**src/rtl/spi_target_pkg.sv**
```systemverilog
// rtl/spi_target_pkg.sv - shared types and constants for the SPI target
package spi_target_pkg;

    // Byte framing state: IDLE while bit_cnt is 0, SHIFT while a byte is in progress
    typedef enum logic {
        ST_IDLE  = 1'b0,
        ST_SHIFT = 1'b1
    } state_t;

    // Byte shifted out to the host when nothing has been buffered
    localparam logic [7:0] FILL_BYTE_DEFAULT = 8'hFF;

endpackage

```
**src/rtl/spi_target_sync.sv**
```systemverilog
// rtl/spi_target_sync.sv - two-flop synchronizer for one asynchronous input
module spi_target_sync (
    input  logic i_clk,
    input  logic i_rst,
    input  logic i_d,
    output logic o_q
);

    logic r_meta;
    logic r_sync;

    // First flop may go metastable; second flop gives a settled copy
    always_ff @(posedge i_clk or posedge i_rst) begin
        if (i_rst) begin
            r_meta <= 1'b0;
            r_sync <= 1'b0;
        end else begin
            r_meta <= i_d;
            r_sync <= r_meta;
        end
    end

    assign o_q = r_sync;

endmodule

```
**src/rtl/spi_target.sv**
```systemverilog
// rtl/spi_target.sv - mode-0 SPI target with RX stream, one-entry TX buffer and idle timeout
module spi_target
    import spi_target_pkg::*;
#(
    parameter int         IdleTimeout = 256,
    parameter logic [7:0] FillByte    = FILL_BYTE_DEFAULT
) (
    input  logic       clk_sys_i,
    input  logic       rst_sys_i,
    input  logic       spi_sck_i,
    input  logic       spi_sdi_i,
    output logic       spi_sdo_o,
    output logic [7:0] rx_data_o,
    output logic       rx_valid_o,
    input  logic       rx_ready_i,
    input  logic [7:0] tx_data_i,
    input  logic       tx_valid_i,
    output logic       tx_ready_o,
    output logic       rx_overflow_o,
    output logic       frame_err_o,
    output logic       busy_o
);

    localparam int              CntW     = $clog2(IdleTimeout + 1);
    localparam logic [CntW-1:0] IdleLast = CntW'(IdleTimeout - 1);
    localparam logic [CntW-1:0] IdleMax  = CntW'(IdleTimeout);

    logic w_sck_s;
    logic w_sdi_s;

    logic            r_sck_d;
    logic            r_sdi_d;
    logic            r_rise;
    logic            r_fall;
    logic [CntW-1:0] r_idle_cnt;

    state_t     r_state;
    logic [2:0] r_bit_cnt;
    logic [7:0] r_rx_shift;
    logic [7:0] r_rx_data;
    logic       r_rx_valid;
    logic       r_rx_ovf;
    logic       r_frame_err;
    logic [7:0] r_tx_shift;
    logic [7:0] r_tx_buf;
    logic       r_tx_empty;
    logic       r_fresh;

    logic       w_timeout;
    logic       w_last_bit;
    logic [7:0] w_rx_byte;

    spi_target_sync u_sync_sck (
        .i_clk (clk_sys_i),
        .i_rst (rst_sys_i),
        .i_d   (spi_sck_i),
        .o_q   (w_sck_s)
    );

    spi_target_sync u_sync_sdi (
        .i_clk (clk_sys_i),
        .i_rst (rst_sys_i),
        .i_d   (spi_sdi_i),
        .o_q   (w_sdi_s)
    );

    // Registered SCK edge strobes; SDI is delayed one more flop so it lines up with the strobe
    always_ff @(posedge clk_sys_i or posedge rst_sys_i) begin
        if (rst_sys_i) begin
            r_sck_d <= 1'b0;
            r_sdi_d <= 1'b0;
            r_rise  <= 1'b0;
            r_fall  <= 1'b0;
        end else begin
            r_sck_d <= w_sck_s;
            r_sdi_d <= w_sdi_s;
            r_rise  <= w_sck_s & ~r_sck_d;
            r_fall  <= ~w_sck_s & r_sck_d;
        end
    end

    // Cycles since the last SCK edge, saturating at the timeout value
    always_ff @(posedge clk_sys_i or posedge rst_sys_i) begin
        if (rst_sys_i) begin
            r_idle_cnt <= '0;
        end else if (r_rise || r_fall) begin
            r_idle_cnt <= '0;
        end else if (r_idle_cnt != IdleMax) begin
            r_idle_cnt <= r_idle_cnt + 1'b1;
        end
    end

    // A strobe in the same cycle always wins over the timeout
    assign w_timeout  = ~r_rise & ~r_fall & (r_idle_cnt == IdleLast);
    assign w_last_bit = (r_bit_cnt == 3'd7);
    assign w_rx_byte  = {r_rx_shift[6:0], r_sdi_d};

    // Byte framing FSM with RX capture, TX shifting and TX buffer management
    always_ff @(posedge clk_sys_i or posedge rst_sys_i) begin
        if (rst_sys_i) begin
            r_state     <= ST_IDLE;
            r_bit_cnt   <= 3'd0;
            r_rx_shift  <= 8'd0;
            r_rx_data   <= 8'd0;
            r_rx_valid  <= 1'b0;
            r_rx_ovf    <= 1'b0;
            r_frame_err <= 1'b0;
            r_tx_shift  <= FillByte;
            r_tx_buf    <= 8'd0;
            r_tx_empty  <= 1'b1;
            r_fresh     <= 1'b1;
        end else begin
            r_rx_ovf    <= 1'b0;
            r_frame_err <= 1'b0;

            if (r_rx_valid && rx_ready_i) begin
                r_rx_valid <= 1'b0;
            end

            // Buffer only loads while empty, so it never collides with a take below
            if (tx_valid_i && r_tx_empty) begin
                r_tx_buf   <= tx_data_i;
                r_tx_empty <= 1'b0;
            end

            if (r_rise) begin
                r_rx_shift <= w_rx_byte;
                r_bit_cnt  <= r_bit_cnt + 3'd1;
                if (w_last_bit) begin
                    r_state    <= ST_IDLE;
                    r_rx_data  <= w_rx_byte;
                    r_rx_valid <= 1'b1;
                    r_rx_ovf   <= r_rx_valid & ~rx_ready_i;
                    if (!r_tx_empty) begin
                        r_tx_shift <= r_tx_buf;
                        r_tx_empty <= 1'b1;
                        r_fresh    <= 1'b0;
                    end else begin
                        r_tx_shift <= FillByte;
                        r_fresh    <= 1'b1;
                    end
                end else begin
                    r_state <= ST_SHIFT;
                    r_fresh <= 1'b0;
                end
            end else if (r_fall && r_state == ST_SHIFT) begin
                r_tx_shift <= {r_tx_shift[6:0], 1'b0};
            end else if (w_timeout && r_state == ST_SHIFT) begin
                // Abort the partial byte; the TX side restarts as if the byte had ended
                r_state     <= ST_IDLE;
                r_bit_cnt   <= 3'd0;
                r_rx_shift  <= 8'd0;
                r_frame_err <= 1'b1;
                if (!r_tx_empty) begin
                    r_tx_shift <= r_tx_buf;
                    r_tx_empty <= 1'b1;
                    r_fresh    <= 1'b0;
                end else begin
                    r_tx_shift <= FillByte;
                    r_fresh    <= 1'b1;
                end
            end else if (r_state == ST_IDLE && r_fresh && !r_tx_empty) begin
                // Idle preload so the first bit is on SDO before the host's first rise
                r_tx_shift <= r_tx_buf;
                r_tx_empty <= 1'b1;
                r_fresh    <= 1'b0;
            end
        end
    end

    assign spi_sdo_o     = r_tx_shift[7];
    assign rx_data_o     = r_rx_data;
    assign rx_valid_o    = r_rx_valid;
    assign tx_ready_o    = r_tx_empty;
    assign rx_overflow_o = r_rx_ovf;
    assign frame_err_o   = r_frame_err;
    assign busy_o        = (r_state == ST_SHIFT);

endmodule

```
**config.mk**
```make
export PLATFORM = sky130hd
export DESIGN_NAME = spi_target
export DESIGN_NICKNAME = d
export VERILOG_FILES = /design/src/rtl/spi_target_pkg.sv /design/src/rtl/spi_target_sync.sv /design/src/rtl/spi_target.sv
export SDC_FILE = /design/constraint.sdc
export NUM_CORES = 1
export LEC_CHECK = 0
export ABC_AREA = 1
export BUFFER_PORTS_ARGS = -buffer_cell sky130_fd_sc_hd__buf_2
export CAP_MARGIN = 20
export CELL_PAD_IN_SITES_DETAIL_PLACEMENT = 1
export CELL_PAD_IN_SITES_GLOBAL_PLACEMENT = 1
export CORE_MARGIN = 2
export CORE_UTILIZATION = 30
export CTS_BUF_LIST = sky130_fd_sc_hd__clkbuf_8
export DETAILED_ROUTE_END_ITERATION = 10
export PLACE_DENSITY_LB_ADDON = 0.1
export RECOVER_POWER = 50
export REMOVE_ABC_BUFFERS = 1
export SLEW_MARGIN = 20
export SYNTH_ARGS = -nofsm -noshare
export SYNTH_HDL_FRONTEND = slang
export SYNTH_SLANG_ARGS = --single-unit
```
**constraint.sdc**
```tcl
create_clock -name clk_sys_i -period 3.5 [get_ports clk_sys_i]
set_clock_uncertainty 0.15 [all_clocks]
set_input_delay 0.35 -clock clk_sys_i [delete_from_list [all_inputs] [get_ports clk_sys_i]]
set_output_delay 0.35 -clock clk_sys_i [all_outputs]
set_load 0.05 [all_outputs]
```
==> run_results.csv <==
group,metric,value,unit
logic_synthesis,yosys_warnings,0,
clock_tree,clkSinkCount,57,
final_layout,layout_common_cells,"nand2_1, dfrtp_1, inv_1, nor2_1, o21ai_0",
floorplan,die-area,0.00940,mm²
logic_synthesis,ys_ff_latch,57,
final_layout,postLayoutCellArea,0.00305,mm²
run,maxCapViolCount,0,
timing,maxSlewHeadroom,45.1,%
pwr,peakVddDrop,216,µV
clock_tree,cts_max_path_buffers,2,
final_layout,final_layout_size_suffix_gt1_share,19.4,%
global_routing,first_global_vias,1976,
worst_setup_path,worstPathRequired,3.62,ns
worst_setup_path,cp_max_fo,17,
logic_synthesis,synth_top_area_cell,"dfrtp_1",
route,wl_per_cell,13.1,µm
clock_tree,cts_buffers,9,
clock_tree,clk_pin_slew,0.07,ns
clock_tree,cts_root_buffer,"clkbuf_8",
timing,worstMarginPinSlew,0.823,ns
pwr,leakagePower,1.53,nW
timing,fin_crit_sh,56.7,%
floorplan,core_area,0.00830,mm²
route,routed_wl,5700,µm
route,remaining_drc_errors,0,
logic_synthesis,syn_inst,290,
global_routing,antenna_found_initial,0,
global_routing,use_met1,18.1,%
clock_tree,cts_tree,"done",
final_layout,diodes,0,
worst_setup_path,critPathLaunchType,"flop",
timing,hold_viol,0,
clock_tree,insertion_delay,0.34,ns
final_layout,finalNetCount,344,
pwr,powerDensity,702,mW/mm²
final_layout,fillCellCount,998,
global_routing,grt_busiest_layer,"met2",
timing,layout_min_cycle_time,1.99,ns
global_routing,grt_use_total,13.0,%
timing,setup_viol,0,
route,antenna_left,0,
logic_synthesis,synth_cell_types,30,
place,dp_hpwl,3800,µm
place,post_dp_cell_area,0.00283,mm²
place,gp_congestion,0.720,
worst_setup_path,cp-end-kind,"flop",
route,firstDrtPassIters,4,
pwr,pwr-share-clk,28.6,%
pwr,p_comb_share,26.1,%
global_routing,grt.met3_usage,2.89,%
logic_synthesis,syn_area,0.00259,mm²
outcome,status,"completed",
timing,rsz0062_at_grt,"false",
logic_synthesis,yosysTopAreaCellShare,45.4,%
floorplan,die_y,96.9,µm
logic_synthesis,syn_area_per_cell,8.94,µm²
pwr,power_frac_seq,45.3,%
logic_synthesis,ys_top_cells_by_area,"dfrtp_1, nand2_1, dfstp_2",
pwr,finalPower,0.00214,W
worst_setup_path,critPathArrivalTime,2.10,ns
final_layout,final_common_cell,"nand2_1",
route,drtIter0Drc,41,
worst_hold_path,hold_path.class,"input pin to flop",
global_routing,grt_max_degree,50,
floorplan,die_width,96.9,µm
logic_synthesis,synth_seq_area_share,55.5,%
place,port_buffers,27,
clock_tree,h-tree-depth,3,
timing,slew_viol_final,0,
pwr,swShare,36.8,%
final_layout,flow.area_growth_from_synthesis,17.5,%
timing,fin_setup_tns,0,ns
worst_setup_path,critPathKind,"flop to flop",
route,viasPerCell,4.45,
route,num_vias,1937,
pwr,p_switching,0.000788,W
floorplan,start_util,31.2,%
global_routing,grt_pass1_wl,9790,µm
floorplan,rows,33,
timing,fin_hold_ws,0.113,ns
pwr,power.internal,0.00135,W
global_routing,grt_overflow_total,0,
timing,fmax,503,MHz
global_routing,use_met2,19.7,%
floorplan,io_pins,28,
==> critical path, stage by stage, from the launching register on <==
cell     delay [ns]
dfrtp_1        0.88
inv_2          0.27
or2_4          0.33
nand2_8        0.11
inv_6          0.05
nand2_1        0.07
nand2_1        0.05
==> stage by stage <==
step                std cells  utilization, %  setup slack, ns
global route              435            36.7             1.34
global placement          416            34.1             1.52
CTS                       435            36.8             1.49
detailed placement        416            34.1             1.50
floorplan                 283               -             1.62
finish                    435            36.7             1.51
==> synth_stat cells, drive strengths merged <==
master,number
nand4,3
clkinv,1
ha,5
o211ai,1
dfrtp,47
o22ai,7
or2,2
nand3,13
nand2,90
inv,40
nor2,25
buf,4
nor3,1
clkbuf,3
nor3b,1
dfstp,10
xor2,1
a21oi,13
a31oi,1
o21ai,22
==> worst paths after layout <==
kind	start	endpoint	slack (ns)	cells past startpoint
worst min register to register	u_sync_sdi.o_q$_DFF_PP0_	r_sdi_d$_DFF_PP0_	0.20	0
min in group asynchronous	rst_sys_i	u_sync_sdi.r_meta$_DFF_PP0_	0.50	3
max in group asynchronous	rst_sys_i	r_tx_shift[3]$_DFFE_PP1P_	2.02	4
worst max-delay path	r_rise$_DFF_PP0_	r_tx_shift[4]$_DFFE_PP1P_	1.51	6
worst min-delay path	tx_data_i[4]	r_tx_buf[4]$_DFFE_PP0P_	0.11	3
worst max register to register	r_rise$_DFF_PP0_	r_tx_shift[4]$_DFFE_PP1P_	1.51	6
==> cells by family (layout without fill, tap and decap cells) <==
group | Yosys count | in the layout | share of synthesized area [%]
xor gates and xnor gates | 1 | 1 | 0.338
AOI/OAI and AO/OA | 44 | 44 | 9.42
buffers and inverters | 48 | 88 | 7.63
DFF | 57 | 57 | 55.5
and+or+nand+nor | 135 | 135 | 24.7
adders and majority gates | 5 | 5 | 2.41
==> layer usage <==
metal / wire length, µm / part of all wire (%)
met1: 2910 / 51
met2: 2540 / 44
met3: 174 / 3.1
met4: 84 / 1.5
met5: 0 / 0
==> timing repair <==
item                      CTS  global route
resized for setup           0             0
hold endpoints to repair   49             0
buffers inserted            0             0
hold buffers                3             0
==> power by group through the flow <==
stage / Clock (W) / Sequential (W) / Combinational (W)
3_5_place_dp: 0 / 0.000981 / 0.000572
2_1_floorplan: 0 / 0.00110 / 0.000290
6_report: 0.000612 / 0.000968 / 0.000559
5_1_grt: 0.000661 / 0.000996 / 0.000632
4_1_cts: 0.000631 / 0.000972 / 0.000577
3_3_place_gp: 0 / 0.000983 / 0.000559
==> layout make-up <==
| cell class | instances | area [µm²] | area share (%) |
|---|---|---|---|
| clock buffers | 9 | 124 | 4.07 |
| clock inverters | 7 | 72.6 | 2.38 |
| inverters | 41 | 163 | 5.34 |
| multi-input cells | 185 | 955 | 31.3 |
| flip-flops and latches | 57 | 1440 | 47.2 |
| well taps | 105 | 131 | 4.31 |
| repair buffers | 31 | 161 | 5.30 |
==> registers in the layout (all words and copies together), names as in the netlist <==
name,count
u_sync_sck.r_meta,1
r_idle_cnt,9
r_rise,1
rx_data_o,8
r_tx_shift,8
tx_ready_o,1
busy_o,1
r_sck_d,1
r_sdi_d,1
rx_overflow_o,1
u_sync_sdi.r_meta,1
r_fall,1
frame_err_o,1
rx_valid_o,1
u_sync_sck.o_q,1
r_rx_shift,7
r_fresh,1
r_bit_cnt,3
r_tx_buf,8
u_sync_sdi.o_q,1
No activity file was read; power rests on OpenSTA's default activity.
